===== src/rtl/heichips25_project_sched.sv =====
// Time-shares the tiny-project pad interface among NUM_PROJECTS user projects.
// Every switch runs drain -> reset -> run; only the running project reaches the pads.
module heichips25_project_sched #(
  parameter  int NUM_PROJECTS = 2,
  parameter  int GUARD_CYCLES = 2,
  parameter  int RESET_CYCLES = 4,
  parameter  int DEFAULT_ID   = 0,
  localparam int SEL_W        = (NUM_PROJECTS > 2) ? $clog2(NUM_PROJECTS) : 1
) (
  input  logic                      clk,
  input  logic                      rst,
  input  logic                      sel_valid,
  input  logic [SEL_W-1:0]          sel_id,
  output logic                      sel_ready,
  output logic                      active,
  output logic [SEL_W-1:0]          active_id,
  output logic                      err,
  output logic [NUM_PROJECTS-1:0]   proj_ena,
  output logic [NUM_PROJECTS-1:0]   proj_rst_n,
  input  logic [8*NUM_PROJECTS-1:0] proj_uo_out,
  input  logic [8*NUM_PROJECTS-1:0] proj_uio_out,
  input  logic [8*NUM_PROJECTS-1:0] proj_uio_oe,
  output logic [7:0]                uo_out,
  output logic [7:0]                uio_out,
  output logic [7:0]                uio_oe
);

  // state    | meaning
  // ST_RESET | target project enabled but held in reset, pads idle
  // ST_RUN   | active_id project owns the pads, requests accepted
  // ST_DRAIN | every project disabled, pads idle for the guard time
  localparam logic [1:0] ST_RESET = 2'd0;
  localparam logic [1:0] ST_RUN   = 2'd1;
  localparam logic [1:0] ST_DRAIN = 2'd2;

  localparam int CNT_MAX = (GUARD_CYCLES > RESET_CYCLES) ? GUARD_CYCLES : RESET_CYCLES;
  localparam int CNT_W   = (CNT_MAX > 2) ? $clog2(CNT_MAX) : 1;

  localparam logic [CNT_W-1:0] GUARD_LOAD = CNT_W'(GUARD_CYCLES - 1);
  localparam logic [CNT_W-1:0] RESET_LOAD = CNT_W'(RESET_CYCLES - 1);
  localparam logic [SEL_W-1:0] DEF_ID     = SEL_W'(DEFAULT_ID);

  logic [1:0]       state;
  logic [CNT_W-1:0] counter;
  logic [SEL_W-1:0] target;
  logic [31:0]      sel_wide;
  logic             sel_in_range;

  function automatic logic [NUM_PROJECTS-1:0] onehot(input logic [SEL_W-1:0] idx);
    onehot = NUM_PROJECTS'(1) << idx;
  endfunction

  // Widened before comparing so power-of-two project counts still compile cleanly.
  assign sel_wide     = 32'(sel_id);
  assign sel_in_range = (sel_wide < 32'(NUM_PROJECTS));

  assign active    = (state == ST_RUN);
  assign sel_ready = (state == ST_RUN);

  always_ff @(posedge clk) begin
    if (rst) begin
      state      <= ST_RESET;
      target     <= DEF_ID;
      active_id  <= DEF_ID;
      counter    <= RESET_LOAD;
      err        <= 1'b0;
      proj_ena   <= onehot(DEF_ID);
      proj_rst_n <= '0;
    end else begin
      case (state)
        ST_RESET: begin
          if (counter == '0) begin
            state      <= ST_RUN;
            proj_rst_n <= onehot(target);
          end else begin
            counter <= counter - 1'b1;
          end
        end
        ST_RUN: begin
          if (sel_valid) begin
            if (sel_in_range) begin
              state      <= ST_DRAIN;
              target     <= sel_id;
              counter    <= GUARD_LOAD;
              proj_ena   <= '0;
              proj_rst_n <= '0;
            end else begin
              err <= 1'b1;
            end
          end
        end
        ST_DRAIN: begin
          if (counter == '0) begin
            state     <= ST_RESET;
            active_id <= target;
            counter   <= RESET_LOAD;
            proj_ena  <= onehot(target);
          end else begin
            counter <= counter - 1'b1;
          end
        end
        default: begin
          state      <= ST_RESET;
          target     <= DEF_ID;
          active_id  <= DEF_ID;
          counter    <= RESET_LOAD;
          proj_ena   <= onehot(DEF_ID);
          proj_rst_n <= '0;
        end
      endcase
    end
  end

  // Pads are released (all zero) whenever no project is running.
  always_comb begin
    uo_out  = '0;
    uio_out = '0;
    uio_oe  = '0;
    for (int i = 0; i < NUM_PROJECTS; i++) begin
      if (state == ST_RUN && active_id == SEL_W'(i)) begin
        uo_out  = proj_uo_out[8*i +: 8];
        uio_out = proj_uio_out[8*i +: 8];
        uio_oe  = proj_uio_oe[8*i +: 8];
      end
    end
  end

endmodule

===== config.mk =====
export PLATFORM = sky130hd
export DESIGN_NAME = heichips25_project_sched
export DESIGN_NICKNAME = d
export VERILOG_FILES = /design/src/rtl/heichips25_project_sched.sv
export SDC_FILE = /design/constraint.sdc
export NUM_CORES = 1
export LEC_CHECK = 0
export ABC_AREA = 1
export CORE_ASPECT_RATIO = 0.5
export CORE_MARGIN = 1.5
export CORE_UTILIZATION = 36
export DETAILED_ROUTE_END_ITERATION = 6
export PLACE_DENSITY = 0.85
export SETUP_SLACK_MARGIN = 0.5
export SLEW_MARGIN = 20
export SYNTH_ARGS = -nofsm -noshare
export SYNTH_HDL_FRONTEND = slang
export SYNTH_SLANG_ARGS = --single-unit

===== constraint.sdc =====
create_clock -name clk -period 2.7 [get_ports clk]
set_input_delay 0.675 -clock clk [delete_from_list [all_inputs] [get_ports clk]]
set_output_delay 0.675 -clock clk [all_outputs]
set_load 0.02 [all_outputs]

# Word level (Yosys, flattened, before mapping)
# Index checks and enable logic that the tools add are counted.
# Widths: inputs -> output; s select.
[word_totals]
output_inout_bits = 32
input_bits = 52
register_bits = 11
[op_classes]
reduce_logical = 13
addsub = 1
n_mux = 26
bitwise = 6
shift = 1
order_cmp = 1
eq_ne = 7
[ops]
columns = ["op", "n"]
rows = [
  ["$mux 8", 6],
  ["$pmux 2 s3", 4],
  ["$mux 2", 11],
  ["$reduce_and 4->1", 3],
  ["$reduce_and 3->1", 3],
  ["$ne 2x2->1 const B", 4],
  ["$not 1->1", 6],
  ["$logic_not 2->1", 2],
  ["$pmux 1 s2", 2],
  ["$reduce_or 2->1", 2],
  ["$mux 1", 3],
  ["$eq 2x1->1 const B", 1],
  ["$eq 2x2->1 const B", 1],
  ["$logic_and 1x1->1", 2],
  ["$lt 1x2->1 const B", 1],
  ["$ne 2x1->1 const B", 1],
  ["$reduce_and 2->1", 1],
  ["$shl 1x1->2 const A", 1],
  ["$sub 2x1->2 const B", 1],
]

# Longest topological paths before layout
# Gate-level depths: netlist of the first run.
[depth]
depth_word = 4
mapped_depth = 8
mapped_depth_nobuf = 8

# Worst setup path after synthesis of the first run
# OpenSTA, ideal clock, no wires.
[synth_timing]
path_type = "reg2out"
from = "reg state[1]"
to = "out uio_oe[0]"
path_stages_with_launch = 6
n_path_buf = 0
arrival_time_ns = 1.567
setup_slack_ns = 0.458
path_cell_list = "dfxtp_1 -> inv_1 -> ha_1 -> inv_1 -> or2_4 -> o21ai_0"
[synth_between]
elab_chain_cells = 4
word_cells_on_any_way = 5
classes_between = "eq/ne: 1; mux: 2; reduce/logical: 2"
[synth_lines]
columns = ["item", "line_no", "source"]
rows = [
  ["start, declared", "43", "logic [1:0] state;"],
  ["start signal, assigned", "62", "state <= ST_RESET;"],
  ["start signal, assigned", "73", "state <= ST_RUN;"],
  ["start signal, assigned", "82", "state <= ST_DRAIN;"],
  ["$eq 2x1->1 *", "-", ""],
  ["named net active", "15", "output logic active,"],
  ["$logic_and 1x1->1", "120", "if (state == ST_RUN && active_id == SEL_W'(i)) begin"],
  ["$mux 8", "120", ""],
  ["$mux 8 *", "120", ""],
  ["end, declared", "25", "output logic [7:0] uio_oe"],
]
# The timed path passes the listed nets; every way through them passes the cells marked *.

# Worst setup path in the final report of the first run
[layout_timing]
from = "in proj_uo_out[4]"
to = "out uo_out[4]"
[layout_between]
elab_chain_cells = 2
[layout_lines]
columns = ["item", "line_no", "source"]
rows = [
  ["start, declared", "20", "input logic [8*NUM_PROJECTS-1:0] proj_uo_out,"],
  ["$mux 8 (2 in a row)", "120", ""],
  ["end, declared", "23", "output logic [7:0] uo_out,"],
]
# No other way between the ends.

==> summary.txt, run 1 <==
Outcome
  – Status: complete, no violations

Place
  – Post-DP Area: 1860 sq um
  – IO Port Bufs: 82
  – Post-DP HPWL: 2580 microns
  – RD Place Congestion: 0.879

Power
  – Pwr Total: 1.22 mW
  – Leakage: 0.989 nW
  – PD cells: 654 nW/um^2
  – Logic gate share of total power: 64.8%
  – Clock share of power: 15.4%
  – Peak supply drop: 0.506 mV
  – Reg power frac: 19.8%
  – Switch share: 46.5%
  – Internal cell power: 0.655 mW
  – P_sw: 0.570 mW

Synthesis
  – Post-synth EDFFs: 0
  – Proportion of synthesized chip area in sequential cells: 19.0%
  – Main synth FF type: dfxtp_1
  – Syn avg cell area: 6.12 sq um
  – Area contributors post-synth: dfxtp_1 (19%), o21ai_2 (17%), inv_1 (15%)
  – Mapped Cells: 172
  – Synth top area share: 19.0%
  – Post-synth top area cell: dfxtp_1
  – Cell Area, Synth: 1050 sq um
  – Synth Warn #: 0
  – Yosys reg bits: 10
  – Synth unique cells: 18
  – Syn_nets: 229
  – Ys async rst share: 0%

Drt
  – DRC viols: 0
  – Via count: 1373
  – WL final: 3530 microns
  – Vias per std cell: 4.73
  – DR WL/cell: 12.2 microns
  – First-pass DRT Iterations: 4
  – First DRT Iteration DRCs: 41
  – Post-route ant nets: 0

Floorplanning
  – Die Y-Extent: 41.2 microns
  – I/O pin total: 84
  – Core ar.: 2680 sq um
  – Initial core utilization: 39.2%
  – Row Count: 13
  – Die Span X: 79.5 microns
  – Die area: 3280 sq um

Clock tree
  – Clock Pin Slew Worst Setup and Hold Paths: 0.05 ns
  – H-tree Lvls: 1
  – Clk root buf: clkbuf_8
  – Total CTS buffers: 3
  – TritonCTS sink count: 10
  – # Post-CTS Setup Buffers: 0
  – CTS tree: yes
  – Max clock buf depth: 2
  – Worst skew pair latency: 0.24 ns

Critical path
  – CP endpoint kind: primary output
  – Critical path's largest stage delay: 0.46 ns
  – Critical Path AT: 1.48 ns
  – Highest fanout seen on the critical path: 1
  – Crit-path cells: clkdlybuf4s50_1, inv_1, o21ai_2, buf_2
  – Kind of critical path: input pin to primary output
  – Critical Path RT: 2.03 ns
  – Delay-heaviest family, CP: buffers and inverters
  – CP max-delay cell: clkdlybuf4s50_1
  – WP buf/inv: 3
  – Critical Path Start Type: input pin

Layout
  – Nets: 311
  – Area growth syn-to-layout: 77.9%
  – Ant diodes: 0
  – Final instance area: 1870 sq um
  – Layout cell share with drive strength beyond 1: 24.1%

Global route
  – Initial antenna violation count: 0
  – Vias in the first global route: 1167
  – Overflow after GRT: 0
  – Tot GR Track Use: 19.7%
  – Largest net degree at the start of global routing: 31
  – First-pass GRT wire length: 4890 microns

STA
  – Final max-slew violation count: 0
  – Fin crit share: 79.8%
  – Final hold vios: 0
  – Clock Skews: 0.00605 ns
  – Worst-case hold slack: 0.482 ns
  – Final setup viols: 0
  – Setup TNS: 0 ns
  – RSZ-0062 raised after global routing: false
  – FMAX: 464 MHz
  – Tmin final: 2.15 ns

Flow run
  – MaxCap Viol Count: 0

Hold path
  – Hold WC Path Type: flop to flop
==> metrics by stage <==
step / util [%] / instances / worst slack (ns)
after floorplan: - / 172 / 0.458
after global placement: 69.4 / 283 / 0.103
after detailed placement: 69.4 / 283 / 0.0464
after CTS: 68.9 / 290 / 0.409
after global routing: 69.7 / 290 / 0.501
final: 69.7 / 290 / 0.545
==> worst min-delay path, stage by stage (launching register included) <==
cell     delay, ns
dfxtp_1       0.33
nand2_1       0.06
nand3_1       0.07
==> metal layers <==
metal / routed length [microns] / track usage, %
met5: 0 / 0
met4: 38 / 6.58
met3: 229 / 2.44
met2: 1810 / 44.1
met1: 1450 / 20.4
==> kinds of logic after synthesis <==
family	after synthesis	synth area share (%)
other	1	0.356
buffers and inverters	53	22.1
flip-flops	10	19.0
AO/OA/AOI/OAI	32	22.5
AND/OR/NAND/NOR	71	30.1
adder cells (fa/ha/maj)	5	5.95
==> Yosys cell counts (3+ instances only) <==
cell     count
inv_1       43
nand3_1     32
dfxtp_1     10
o21ai_2     20
buf_2        3
o21ai_0      7
a21oi_1      4
ha_1         5
nand2_1     23
nor2_1      13
buf_6        3
==> flip-flops by register name (all words and copies together), names as in the netlist <==
register    flops
counter         2
proj_rst_n      2
target          1
state           2
proj_ena        2
active_id       1
==> repair_timing <==
| action | CTS | global route |
|---|---|---|
| gates cloned | 3 | 0 |
| pin swaps | 3 | 2 |
| hold buffers | 0 | 0 |
| gates resized for setup | 108 | 19 |
| endpoints found under the setup margin | 26 | 26 |
==> layout make-up <==
class	instances	area, sq um
clock buffer	4	55.1
fill	243	812
inverter	43	164
multi-input combinational	112	662
sequential	10	203
tap	37	46.3
timing repair buffer	84	742
==> final timing paths <==
path,start,end,slack [ns],cells past startpoint
max,proj_uo_out[4],uo_out[4],0.55,4
min,proj_ena[0]$_SDFFE_PP1P_,proj_ena[0]$_SDFFE_PP1P_,0.48,2
max reg2reg,state[1]$_SDFFE_PP0P_,proj_ena[0]$_SDFFE_PP1P_,1.29,8
min reg2reg,proj_ena[0]$_SDFFE_PP1P_,proj_ena[0]$_SDFFE_PP1P_,0.48,2
==> layout by cell type (no fill, tap or decap), types with 3 or more instances in the layout <==
cell type | Yosys | routed
a21oi_1 | 4 | 4
nor2_1 | 13 | 13
nand3_1 | 32 | 32
buf_2 | 3 | 19
clkdlybuf4s50_1 | 0 | 54
o21ai_1 | 0 | 3
nand2_1 | 23 | 23
dfxtp_1 | 10 | 8
o21ai_0 | 7 | 3
clkbuf_8 | 0 | 4
buf_6 | 3 | 3
ha_1 | 5 | 4
or2_4 | 1 | 4
o21ai_2 | 20 | 21
buf_4 | 2 | 4
inv_1 | 43 | 41
==> power groups by stage <==
stage / Combinational [mW] / Sequential [mW] / Clock, mW
global route: 0.878 / 0.248 / 0.195
finish: 0.794 / 0.242 / 0.189
floorplan: 0.488 / 0.259 / 0
global placement: 0.774 / 0.228 / 0
CTS: 0.782 / 0.237 / 0.188
detailed placement: 0.793 / 0.232 / 0
No activity file was read; power rests on OpenSTA's default activity.
==> inputs of run 2 (changes only) <==
- CORE_UTILIZATION: 36 -> 33
- PLACE_DENSITY: 0.85 -> 0.79
- clock period: 2.7 -> 2.1 ns (I/O delays scaled with it)
==> run 2 against run 1 <==
Sequential cell count is the same; global-route usage grew 0.71 points; critical path depth grew 3; sequential share of layout area shrank 1.9 points; cell count grew 3.8%; register-to-register slack lost 0.72 ns; critical endpoint is now uo_out[5]; largest cell class unchanged.
==> summary.txt, run 2 (same netlist as run 1, synthesis figures left out) <==
Outcome
  – Status: complete, no violations

Power
  – Internal cell power: 1.00 mW (+53%)
  – PD cells: 793 nW/um^2 (+21%)
  – Reg power frac: 16.5% (-3.3 points)
  – Switch share: 44.6% (-2.0 points)
  – Leakage: 1.08 nW (+9.2%)
  – Peak supply drop: 0.803 mV (+59%)
  – P_sw: 0.804 mW (+41%)
  – Logic gate share of total power: 69.9% (+5.1 points)
  – Pwr Total: 1.80 mW (+47%)
  – Clock share of power: 13.6% (-1.8 points)

Drt
  – DR WL/cell: 12.2 microns (+0.57%)
  – DRC viols: 0 (unchanged)
  – First-pass DRT Iterations: 4 (unchanged)
  – First DRT Iteration DRCs: 28 (-32%)
  – Via count: 1405 (+2.3%)
  – Post-route ant nets: 0 (unchanged)
  – WL final: 3690 microns (+4.4%)
  – Vias per std cell: 4.67 (-1.4%)

Floorplanning
  – Row Count: 14 (+1)
  – Die Span X: 82.9 microns (+4.3%)
  – Initial core utilization: 34.9% (-4.3 points)
  – Die area: 3560 sq um (+8.6%)
  – Die Y-Extent: 42.9 microns (+4.1%)
  – I/O pin total: 84 (unchanged)
  – Core ar.: 3010 sq um (+12%)

Critical path
  – CP max-delay cell: dfxtp_2
  – Highest fanout seen on the critical path: 6 (+5)
  – Critical Path Start Type: flop
  – Crit-path cells: inv_2, ha_4, inv_2, or2_4, buf_16, o21ai_4, buf_6
  – CP endpoint kind: primary output
  – R2r setup slk: 0.57 ns (-0.72 ns)
  – Critical Path AT: 1.51 ns (+0.03 ns)
  – Critical Path RT: 1.57 ns (-0.46 ns)
  – Kind of critical path: flop to primary output
  – Critical path's largest stage delay: 0.32 ns (-0.14 ns)
  – WP buf/inv: 4 (+1)
  – Delay-heaviest family, CP: buffers and inverters
  – Most frequent cell on the critical path: inv_2

Layout
  – Fillers: 238 (-2.1%)
  – Sequential Area: 203 sq um (unchanged)
  – Nets: 319 (+2.6%)
  – Most frequent cells in the layout: clkdlybuf4s50_1 (51), inv_1 (41), nand3_1 (32), buf_6 (25), nand2_1 (23)
  – Ant diodes: 0 (unchanged)
  – Final instance area: 2270 sq um (+21%)
  – Area growth syn-to-layout: 116%
  – Layout cell share with drive strength beyond 1: 28.4% (+4.2 points)
  – Footprint of the multi-input gates: 807 sq um (+22%)
  – Commonest non-fill, non-tap cell in the layout: clkdlybuf4s50_1

STA
  – Fin crit share: 96.8%
  – Tmin final: 2.03 ns
  – Clock Skews: 0.00397 ns (-0.00208 ns)
  – Final hold vios: 0 (unchanged)
  – RSZ-0062 raised after global routing: true
  – Final max-slew violation count: 0 (unchanged)
  – Setup TNS: 0 ns (unchanged)
  – Final setup viols: 0 (unchanged)
  – FMAX: 492 MHz

Global route
  – First-pass GRT wire length: 6060 microns (+24%)
  – Largest net degree at the start of global routing: 28 (-9.7%)
  – Vias in the first global route: 1391 (+19%)
  – Overflow after GRT: 0 (unchanged)
  – Initial antenna violation count: 0 (unchanged)
  – Tot GR Track Use: 20.5% (+0.71 points)

Place
  – IO Port Bufs: 82 (unchanged)
  – Post-DP Area: 2120 sq um (+14%)
  – Post-DP HPWL: 2790 microns (+8.2%)
  – RD Place Congestion: 0.876 (-0.31%)

Hold path
  – Hold WC Path Type: flop to flop

Clock tree
  – CTS tree: yes
  – Clock Pin Slew Worst Setup and Hold Paths: 0.05 ns (about the same)
  – Clk root buf: clkbuf_8
  – H-tree Lvls: 1 (unchanged)
  – Total CTS buffers: 3 (unchanged)
  – Post-CTS Hold Buffers: 0 (unchanged)
  – TritonCTS sink count: 10 (unchanged)
  – Worst skew pair latency: 0.24 ns (about the same)
  – Max clock buf depth: 2 (unchanged)

Flow run
  – MaxCap Viol Count: 0 (unchanged)
[run 2: area by class of cell]
type	instances	area share (%)
repair buffers	95	43.9
multi-input cells	109	35.5
inverters	43	7.10
well taps	40	2.20
clock buffers	4	2.42
flip-flops and latches	10	8.92
[run 2: repair_timing]
action | in CTS | in global routing
setup endpoints to repair | 31 | 35
pin swaps | 3 | 0
setup buffers | 1 | 0
gates resized for setup | 164 | 1
gates cloned | 1 | 0
[run 2: worst paths after layout]
path / start / end / cells past startpoint
setup / recovery: state[1]$_SDFFE_PP0P_ / uo_out[5] / 7
hold / removal: proj_ena[0]$_SDFFE_PP1P_ / proj_ena[0]$_SDFFE_PP1P_ / 2
setup reg to reg: state[1]$_SDFFE_PP0P_ / proj_ena[0]$_SDFFE_PP1P_ / 9
hold reg to reg: proj_ena[0]$_SDFFE_PP1P_ / proj_ena[0]$_SDFFE_PP1P_ / 2
[run 2: per-layer routing]
layer  global-route usage, %  vias to the layer above  share of wire, %  wire length [microns]
li1                        -                      711                 -                      -
met1                    20.9                      646                40                   1460
met2                    43.6                       35                55                   2010
met3                    2.72                       13               3.2                    119
met4                    6.67                        0               2.4                     90
met5                       0                        -                 0                      0
[run 2: worst register-to-register path, cell delays in order (launching register included)]
cell and delay [ns]:
dfxtp_2 0.32, inv_2 0.07, ha_4 0.13, buf_4 0.28, buf_4 0.20, nand2_2 0.10, nand3_1 0.14, inv_1 0.05
nand2_1 0.05, nand3_1 0.06
[run 2: through the flow]
| step | hold slack (ns) | worst slack, ns | utilization (%) | instances |
|---|---|---|---|---|
| 2_1_floorplan | 0.442 | 0.307 | - | 172 |
| 3_3_place_gp | 0.456 | -0.221 | 70.5 | 295 |
| 3_5_place_dp | 0.463 | -0.248 | 70.5 | 295 |
| 4_1_cts | 0.474 | 0.0589 | 75.4 | 301 |
| 5_1_grt | 0.499 | 0.00225 | 75.5 | 301 |
| 6_report | 0.469 | 0.0670 | 75.5 | 301 |
[run 2: power groups by stage]
| stage | registers [mW] | logic (mW) | clock network (mW) |
|---|---|---|---|
| floorplan | 0.339 | 0.719 | 0 |
| global placement | 0.295 | 1.16 | 0 |
| detailed placement | 0.298 | 1.19 | 0 |
| CTS | 0.297 | 1.26 | 0.249 |
| global route | 0.306 | 1.37 | 0.256 |
| finish | 0.297 | 1.26 | 0.245 |
==> inputs of run 3 (changes only) <==
- CORE_UTILIZATION: 33 -> 30
- MAX_ROUTING_LAYER: not set -> met4
- PLACE_DENSITY: 0.79 -> 0.8
- clock period: 2.1 -> 1.8 ns (I/O delays scaled with it)
==> run 3 against run 2 <==
The run now ends with setup timing left; combinational power rose by 63%; sequential power rose by 23%; register-to-register slack got worse by 0.31 ns; setup slack got worse by 0.29 ns; total power rose by 50%; sequential share of layout area fell by 1.2 points; clock skew rose by 0.0027 ns; via count rose by 6.7%; largest power group unchanged; highest routed layer unchanged.
==> summary.txt, run 3 (same netlist as run 1, synthesis figures left out) <==
Outcome
  – Failing checks: setup timing
  – Status: finished with violations

Drt
  – WL final: 4710 microns (+28%)
  – Vias per std cell: 4.71 (+0.99%)
  – Via count: 1499 (+6.7%)
  – First-pass DRT Iterations: 4 (unchanged)
  – Post-route ant nets: 0 (unchanged)
  – DR WL/cell: 14.8 microns (+21%)
  – First DRT Iteration DRCs: 31 (+11%)
  – DRC viols: 0 (unchanged)

Clock tree
  – Clk root buf: clkbuf_8
  – CTS tree: yes
  – Post-CTS Hold Buffers: 0 (unchanged)
  – Clock Pin Slew Worst Setup and Hold Paths: 0.05 ns (about the same)
  – Total CTS buffers: 3 (unchanged)
  – Worst skew pair latency: 0.25 ns (about the same)
  – H-tree Lvls: 1 (unchanged)
  – Max clock buf depth: 2 (unchanged)
  – TritonCTS sink count: 10 (unchanged)

Critical path
  – Delay-heaviest family, CP: buffers and inverters
  – R2r setup slk: 0.26 ns (-0.31 ns)
  – Worst r2r dst: state[1]$_SDFFE_PP0P_
  – Critical path's largest stage delay: 0.31 ns (about the same)
  – WP buf/inv: 4 (unchanged)
  – FF-to-FF Start: state[1]$_SDFFE_PP0P_
  – Critical Path Start Type: flop
  – Crit-path cells: inv_2, ha_4, inv_2, or2_4, buf_12, o21ai_4, buf_6
  – Reg2Reg Depth: 11 (+2)
  – Highest fanout seen on the critical path: 5 (-1)
  – Critical Path AT: 1.57 ns (+0.06 ns)
  – Critical Path RT: 1.35 ns (-0.22 ns)
  – Most frequent cell on the critical path: inv_2
  – CP endpoint kind: primary output
  – Kind of critical path: flop to primary output
  – CP max-delay cell: dfxtp_2

Global route
  – Vias in the first global route: 1373 (-1.3%)
  – Largest net degree at the start of global routing: 27 (-3.6%)
  – Overflow after GRT: 0 (unchanged)
  – Tot GR Track Use: 20.9% (+0.43 points)
  – Grt peak-use layer: met2
  – Met3 Resource Use GR: 3.47% (+0.75 points)
  – Met2 global-route usage: 38.9% (-4.7 points)
  – Initial antenna violation count: 0 (unchanged)
  – M1 GR Usage: 22.8% (+2.0 points)
  – First-pass GRT wire length: 6140 microns (+1.4%)

Hold path
  – Hold path startpoint: proj_ena[0]$_SDFFE_PP1P_
  – Hold endpoint: proj_ena[0]$_SDFFE_PP1P_
  – Hold Path Stages: 2 (unchanged)
  – Hold WC Path Type: flop to flop

Place
  – Post-DP HPWL: 2700 microns (-3.2%)
  – IO Port Bufs: 82 (unchanged)
  – Placement Setup Slack: -0.385 ns (-0.137 ns)
  – RD Place Congestion: 0.830 (-5.3%)

STA
  – Final max-slew violation count: 0 (unchanged)
  – RSZ-0062 raised after global routing: true
  – Final worst-path setup slack: -0.218 ns (-0.285 ns)
  – Fin crit share: 112%
  – Worst-case hold slack: 0.483 ns (+0.0140 ns)
  – Final setup viols: 24 (+24)
  – Final hold vios: 0 (unchanged)
  – Tmin final: 2.02 ns
  – Clock Skews: 0.00663 ns (+0.00266 ns)
  – FMAX: 495 MHz
  – Setup TNS: -4.54 ns (-4.54 ns)

Layout
  – Nets: 328 (+2.8%)
  – Ant diodes: 0 (unchanged)
  – Commonest non-fill, non-tap cell in the layout: clkdlybuf4s50_1
  – Layout cell share with drive strength beyond 1: 45.2% (+17 points)
  – Most frequent cells in the layout: clkdlybuf4s50_1 (51), inv_1 (39), buf_6 (30), o21ai_4 (22), nand3_1 (19)
  – Area growth syn-to-layout: 154%

Power
  – Peak supply drop: 0.963 mV (+20%)
  – PD cells: 1010 nW/um^2 (+28%)
  – Leakage: 1.17 nW (+8.6%)
  – Pwr Total: 2.71 mW (+50%)

Floorplanning
  – Row Count: 14 (unchanged)
  – Die Y-Extent: 44.9 microns (+4.5%)
  – I/O pin total: 84 (unchanged)
  – Die Span X: 86.8 microns (+4.7%)
  – Initial core utilization: 33.2% (-1.7 points)
  – Core ar.: 3170 sq um (+5.2%)
  – Die area: 3890 sq um (+9.5%)

Flow run
  – MaxCap Viol Count: 0 (unchanged)
-- run 3: changes by cell type in the layout (fill, tap and decap cells not counted), sizes merged --
cell	change
clkdlybuf4s15	+2
clkbuf	+2
buf	+9
dlygate4sd2	-6
bufbuf	+2
-- run 3: metal layers --
layer | up-vias | routed length, microns
met5 | - | 0
met4 | 0 | 159
met3 | 16 | 241
met2 | 53 | 2450
met1 | 694 | 1860
li1 | 736 | -
-- run 3: how the worst max path moves through the flow --
stage                           from        end  slack [ns]  depth (start not counted)
2_1_floorplan  state[1]$_SDFFE_PP0P_  uio_oe[1]        0.08                          6
3_3_place_gp          proj_uo_out[8]  uo_out[0]       -0.37                          4
3_5_place_dp         proj_uio_oe[11]  uio_oe[3]       -0.38                          4
4_1_cts        state[1]$_SDFFE_PP0P_  uio_oe[1]       -0.16                          7
5_1_grt        state[1]$_SDFFE_PP0P_  uio_oe[7]       -0.25                          7
6_report       state[1]$_SDFFE_PP0P_  uio_oe[7]       -0.22                          7
-- run 3: power by group --
| group | internal [mW] | total, mW | leakage [nW] | switching, mW |
|---|---|---|---|---|
| combinational | 1.01 | 2.06 | 1.06 | 1.04 |
| sequential | 0.306 | 0.364 | 0.0838 | 0.0580 |
| clock | 0.193 | 0.290 | 0.0288 | 0.0968 |
| total | 1.51 | 2.71 | 1.17 | 1.20 |
-- run 3: worst min-delay path, delay by kind of cell, from the launching register on --
family / cells / cell delay [ns]
flip-flops: 1 / 0.33
AND/OR/NAND/NOR: 2 / 0.12
-- run 3: final cells by class --
cell class,count,area [sq um]
clock buffers,4,55.1
fillers,181,499
inverters,43,164
multi-input cells,109,992
flip-flops and latches,10,206
well taps,48,60.1
repair buffers,104,1190
-- run 3: stage by stage --
stage	util (%)	instance area [sq um]	cells
after floorplan	-	1230	172
after global placement	67.1	2130	302
after detailed placement	67.1	2130	302
after CTS	77.6	2460	311
after global routing	84.3	2670	318
final	84.3	2670	318
-- run 3: repair_timing --
action	CTS	global route
endpoints found under the setup margin	41	39
pin swaps	3	9
setup buffers	2	5
resized for setup	206	36
cloned	3	2
